===== config.mk =====
export PLATFORM = sky130hd
export DESIGN_NAME = fifo_pacer_reader
export DESIGN_NICKNAME = d
export VERILOG_FILES = /design/src/rtl/fifo_pacer_reader.sv
export SDC_FILE = /design/constraint.sdc
export NUM_CORES = 1
export LEC_CHECK = 0
export ABC_CLOCK_PERIOD_IN_PS = 2190
export CAP_MARGIN = 20
export CORE_ASPECT_RATIO = 1.25
export CORE_MARGIN = 4
export CORE_UTILIZATION = 49
export CTS_BUF_LIST = sky130_fd_sc_hd__clkbuf_4 sky130_fd_sc_hd__clkbuf_8
export DETAILED_ROUTE_END_ITERATION = 8
export PLACE_DENSITY_LB_ADDON = 0.15
export SLEW_MARGIN = 20
export SYNTH_ARGS = -nofsm -noshare
export SYNTH_HDL_FRONTEND = slang
export SYNTH_SLANG_ARGS = --single-unit

===== constraint.sdc =====
create_clock -name clk -period 2.19 [get_ports clk]
set_input_delay 0.3285 -clock clk [delete_from_list [all_inputs] [get_ports clk]]
set_output_delay 0.3285 -clock clk [all_outputs]
set_load 0.03 [all_outputs]

===== src/rtl/fifo_pacer_reader.sv =====
// Paced read-side consumer of a dual-clock FIFO.
// Pops one word at a time, spaces the reads by IDLE_CYCLES and presents each
// word on rdata with a one-cycle rvalid strobe. It also counts the captured
// words and flags any break in the writer's +1 sequence.
module fifo_pacer_reader #(
    parameter int unsigned DATA_W      = 8,
    parameter int unsigned IDLE_CYCLES = 1,
    parameter int unsigned CNT_W       = 16
) (
    input  logic              clk,
    input  logic              rst,
    input  logic              en,
    input  logic              fifo_empty,
    input  logic [DATA_W-1:0] fifo_q,
    output logic              fifo_req,
    output logic [DATA_W-1:0] rdata,
    output logic              rvalid,
    output logic [CNT_W-1:0]  word_count,
    output logic              seq_err,
    input  logic              clr_err
);

    // The hold counter needs at least one bit, even when no idle gap is used.
    localparam int unsigned HOLD_W = (IDLE_CYCLES == 0) ? 1 : $clog2(IDLE_CYCLES + 1);
    localparam logic [HOLD_W-1:0] HOLD_LOAD =
        HOLD_W'((IDLE_CYCLES == 0) ? 0 : IDLE_CYCLES - 1);

    typedef enum logic [1:0] {
        IDLE  = 2'd0,
        REQ   = 2'd1,
        LATCH = 2'd2,
        HOLD  = 2'd3
    } state_e;

    state_e              state_q;
    logic [HOLD_W-1:0]   hold_cnt_q;
    logic                first_q;
    logic                fifo_req_q;
    logic                rvalid_q;
    logic [DATA_W-1:0]   rdata_q;
    logic [CNT_W-1:0]    word_count_q;
    logic                seq_err_q;
    logic                mismatch_c;

    // rdata_q always holds the previous capture, so it doubles as the
    // reference for the sequence check. The first word after reset is exempt.
    assign mismatch_c = !first_q && (fifo_q != (rdata_q + DATA_W'(1)));

    // Read sequencer: IDLE -> REQ -> LATCH -> (HOLD) -> IDLE, with all outputs registered.
    always_ff @(posedge clk or posedge rst) begin
        if (rst) begin
            state_q      <= IDLE;
            hold_cnt_q   <= '0;
            first_q      <= 1'b1;
            fifo_req_q   <= 1'b0;
            rvalid_q     <= 1'b0;
            rdata_q      <= '0;
            word_count_q <= '0;
            seq_err_q    <= 1'b0;
        end else begin
            fifo_req_q <= 1'b0;
            rvalid_q   <= 1'b0;

            // A clear is overridden below when a mismatch lands in the same cycle.
            if (clr_err) begin
                seq_err_q <= 1'b0;
            end

            case (state_q)
                IDLE: begin
                    if (en && !fifo_empty) begin
                        state_q    <= REQ;
                        fifo_req_q <= 1'b1;
                    end
                end
                REQ: begin
                    // fifo_q becomes valid during the following cycle.
                    state_q <= LATCH;
                end
                LATCH: begin
                    rdata_q      <= fifo_q;
                    rvalid_q     <= 1'b1;
                    word_count_q <= word_count_q + CNT_W'(1);
                    first_q      <= 1'b0;
                    if (mismatch_c) begin
                        seq_err_q <= 1'b1;
                    end
                    if (IDLE_CYCLES == 0) begin
                        state_q <= IDLE;
                    end else begin
                        state_q    <= HOLD;
                        hold_cnt_q <= HOLD_LOAD;
                    end
                end
                HOLD: begin
                    if (hold_cnt_q == '0) begin
                        state_q <= IDLE;
                    end else begin
                        hold_cnt_q <= hold_cnt_q - HOLD_W'(1);
                    end
                end
                default: begin
                    state_q <= IDLE;
                end
            endcase
        end
    end

    assign fifo_req   = fifo_req_q;
    assign rvalid     = rvalid_q;
    assign rdata      = rdata_q;
    assign word_count = word_count_q;
    assign seq_err    = seq_err_q;

endmodule


==> flow_summary.json <==
{
  "grt_pass1_wl_mm": 5.09,
  "finClkSkew_ns": 0.00697,
  "syn_area_sq_um": 1450,
  "p_per_area_nw_per_um2": 1300,
  "die_w_microns": 56.6,
  "n_fill_cell": 218,
  "ant_nets": 0,
  "syn_to_final_growth_pct": 34.8,
  "clk_root_buffer_cell": "clkbuf_4",
  "rsz0062_at_grt": "false",
  "num_vias": 1114,
  "period_needed_ns": 1.86,
  "power_uw": 2540,
  "synth_cells": 130,
  "timing.fmax_ghz": 0.538,
  "grt_max_degree": 31,
  "critical_path_class": "reg -> out",
  "arrival_ns": 1.53,
  "placed_cell_area_sq_um": 1890,
  "start_kind": "flip-flop",
  "grt_pass1_vias": 1127,
  "clk_path_buf_depth": 2,
  "pin_count": 40,
  "setup-violations-final": 0,
  "avgSynthCellArea_sq_um": 11.1,
  "h-tree-depth": 2,
  "min_path_type": "in -> async",
  "layout-drive-gt1-share_pct": 11.3,
  "yosys.area.top_type": "dfrtp_1",
  "syn_nets": 148,
  "n_antenna_cell": 0,
  "crit_family": "buffers and inverters",
  "row_count": 21,
  "slew_violations": 0,
  "cts_made_buffers": 5,
  "dp_hpwl_mm": 2.19,
  "nNetsFinal": 194,
  "leakage_uw": 0.000826,
  "ctsResizeCount": 0,
  "worst_ep_required_time_ns": 1.86,
  "gr-usage-all-layers_pct": 17.4,
  "cts.hold.buffers_added": 0,
  "cp.buffers_inverters": 1,
  "worst-path-max-fanout": 9,
  "synth_top_area_share_pct": 50.2,
  "finish.instance_area_sq_um": 1950,
  "cp_slowest_cell": "clkdlybuf4s50_1",
  "end_kind": "output pin",
  "status": "finished, final reports clean",
  "cp_cell_sequence": "clkdlybuf4s50_1",
  "slowest_delay_ns": 0.72,
  "hold_viol": 0,
  "max_slew_margin_pct": 72.2,
  "gr-total-overflow": 0,
  "clk_pin_slew_worst_paths_ns": 0.09,
  "ys_types": 26,
  "setup_tns_ns": 0,
  "fp.dieArea_sq_um": 3890,
  "synth.area.top_cells": "dfrtp_1, xnor2_1, mux2_2, ha_1, xor2_1",
  "drt_iter0_markers": 23,
  "gp_congestion": 0.871,
  "die_y_microns": 68.7,
  "post_cts_buffers": 0,
  "initial_core_util_pct": 52.4,
  "worst_pin_slew_ns": 0.414,
  "drt_pass1_iterations": 5,
  "routed_wl_mm": 3.03,
  "area.sequential_sq_um": 752,
  "multi_input_comb_area_sq_um": 659,
  "seq_area_frac_synth_pct": 52.0,
  "cts_tree": "done",
  "viasPerCell": 5.28,
  "ir_drop_mv": 0.737,
  "wl_per_cell_microns": 14.4,
  "ys_warn_count": 0,
  "worstSkewPairLatency_ns": 0.33,
  "antenna_found_initial": 0,
  "cap_viol_max_count": 0,
  "io_buffer_count": 39,
  "design.core.area_sq_um": 2760,
  "post-route-period-util_pct": 84.8,
  "cts.sinks": 30,
  "drc_errors": 0,
  "ys_seq_elements": 30
}
## cells in the final DEF (no fill, tap or decap), types with 2 or more instances in the layout
cell type and instances:
clkdlybuf4s50_1 39, dfrtp_1 29, xnor2_1 19, nand2_1 12
nor2_1 9, mux2_2 8, inv_1 7, nand3_1 7
xor2_1 6, clkbuf_4 6, o21ai_0 5, ha_1 5
nand4_1 4, nor2b_1 2, nor3_1 2, o41ai_1 2
or4b_1 2, buf_4 2
## per-stage QoR
stage	utilization [%]	hold slack, ns	instances	worst slack [ns]
final	70.7	0.361	211	0.333
after global routing	70.7	0.397	211	0.278
after CTS	70.7	0.360	211	0.310
after detailed placement	68.3	0.475	203	0.355
after global placement	68.3	0.457	203	0.396
after floorplan	-	0.398	130	0.378
## sequential cells by signal, indices dropped and copies added, names as in the netlist
name,cells
seq_err,1
state_q,2
rdata,8
rvalid,1
fifo_req,1
word_count,16
first_q,1
## cells in the mapped netlist
| master | count |
|---|---|
| xnor2_1 | 19 |
| xor2_1 | 6 |
| ha_1 | 5 |
| or4b_1 | 2 |
| dfrtp_1 | 29 |
| nor2_1 | 9 |
| nand2_1 | 12 |
| o21ai_0 | 5 |
| nor2b_1 | 2 |
| nor3b_1 | 1 |
| inv_1 | 7 |
| mux2_2 | 8 |
| nand3_1 | 7 |
| nand4_1 | 4 |
| a21o_1 | 1 |
| a32oi_1 | 1 |
| buf_2 | 1 |
| or4_1 | 1 |
| nand3_2 | 1 |
| nor3_1 | 2 |
| and3_1 | 1 |
| o41ai_1 | 2 |
| dfstp_2 | 1 |
| buf_1 | 1 |
| o311ai_0 | 1 |
| o211ai_1 | 1 |
## per-layer routing
layer | share of wire, % | wire length, microns | track usage (%)
met5 | 0 | 0 | 0
met2 | 51 | 1540 | 29.5
met4 | 3.1 | 94 | 9.20
met1 | 41 | 1240 | 19.4
met3 | 5.2 | 158 | 6.33
## area by class of cell
cell class,instances,area share (%)
Multi-Input combinational cell,91,33.8
Inverter,7,1.35
Sequential cell,30,38.6
Tap cell,34,2.18
Clock buffer,7,3.02
Timing Repair Buffer,41,20.8
Clock inverter,1,0.257
## report_power, final
part | switching, uW | total [uW] | internal (uW)
clock network | 190 | 357 | 168
registers | 198 | 922 | 724
logic | 674 | 1260 | 587
## path summary, 6_finish.rpt
check / start / endpoint / slack (ns) / cells past startpoint
max in group asynchronous: rst / first_q / 1.52 / 3
max: rdata[3] / rdata[3] / 0.33 / 1
min: rst / word_count[15] / 0.36 / 3
min reg2reg: word_count[15] / word_count[15] / 0.48 / 1
min in group clk: word_count[15] / word_count[15] / 0.48 / 1
max reg2reg: rdata[0] / seq_err / 0.44 / 5
## cells by family after synthesis
kind of cell    after synthesis  share of synthesized area [%]
compound gates               11                           5.19
mux                           8                           6.23
simple gates                 42                           14.7
buf+inv                       9                           2.42
flops                        30                           52.0
xor+xnor                     25                           15.1
fa+ha+maj                     5                           4.33
## worst reg2reg max path: cells and delay by family, from the launching register on
| family | cells | cell delay, ns |
|---|---|---|
| adders and majority gates | 1 | 0.24 |
| and+or+nand+nor | 3 | 0.73 |
| AOI/OAI and AO/OA | 1 | 0.22 |
| DFF | 1 | 0.45 |
No activity file was read; power rests on OpenSTA's default activity.
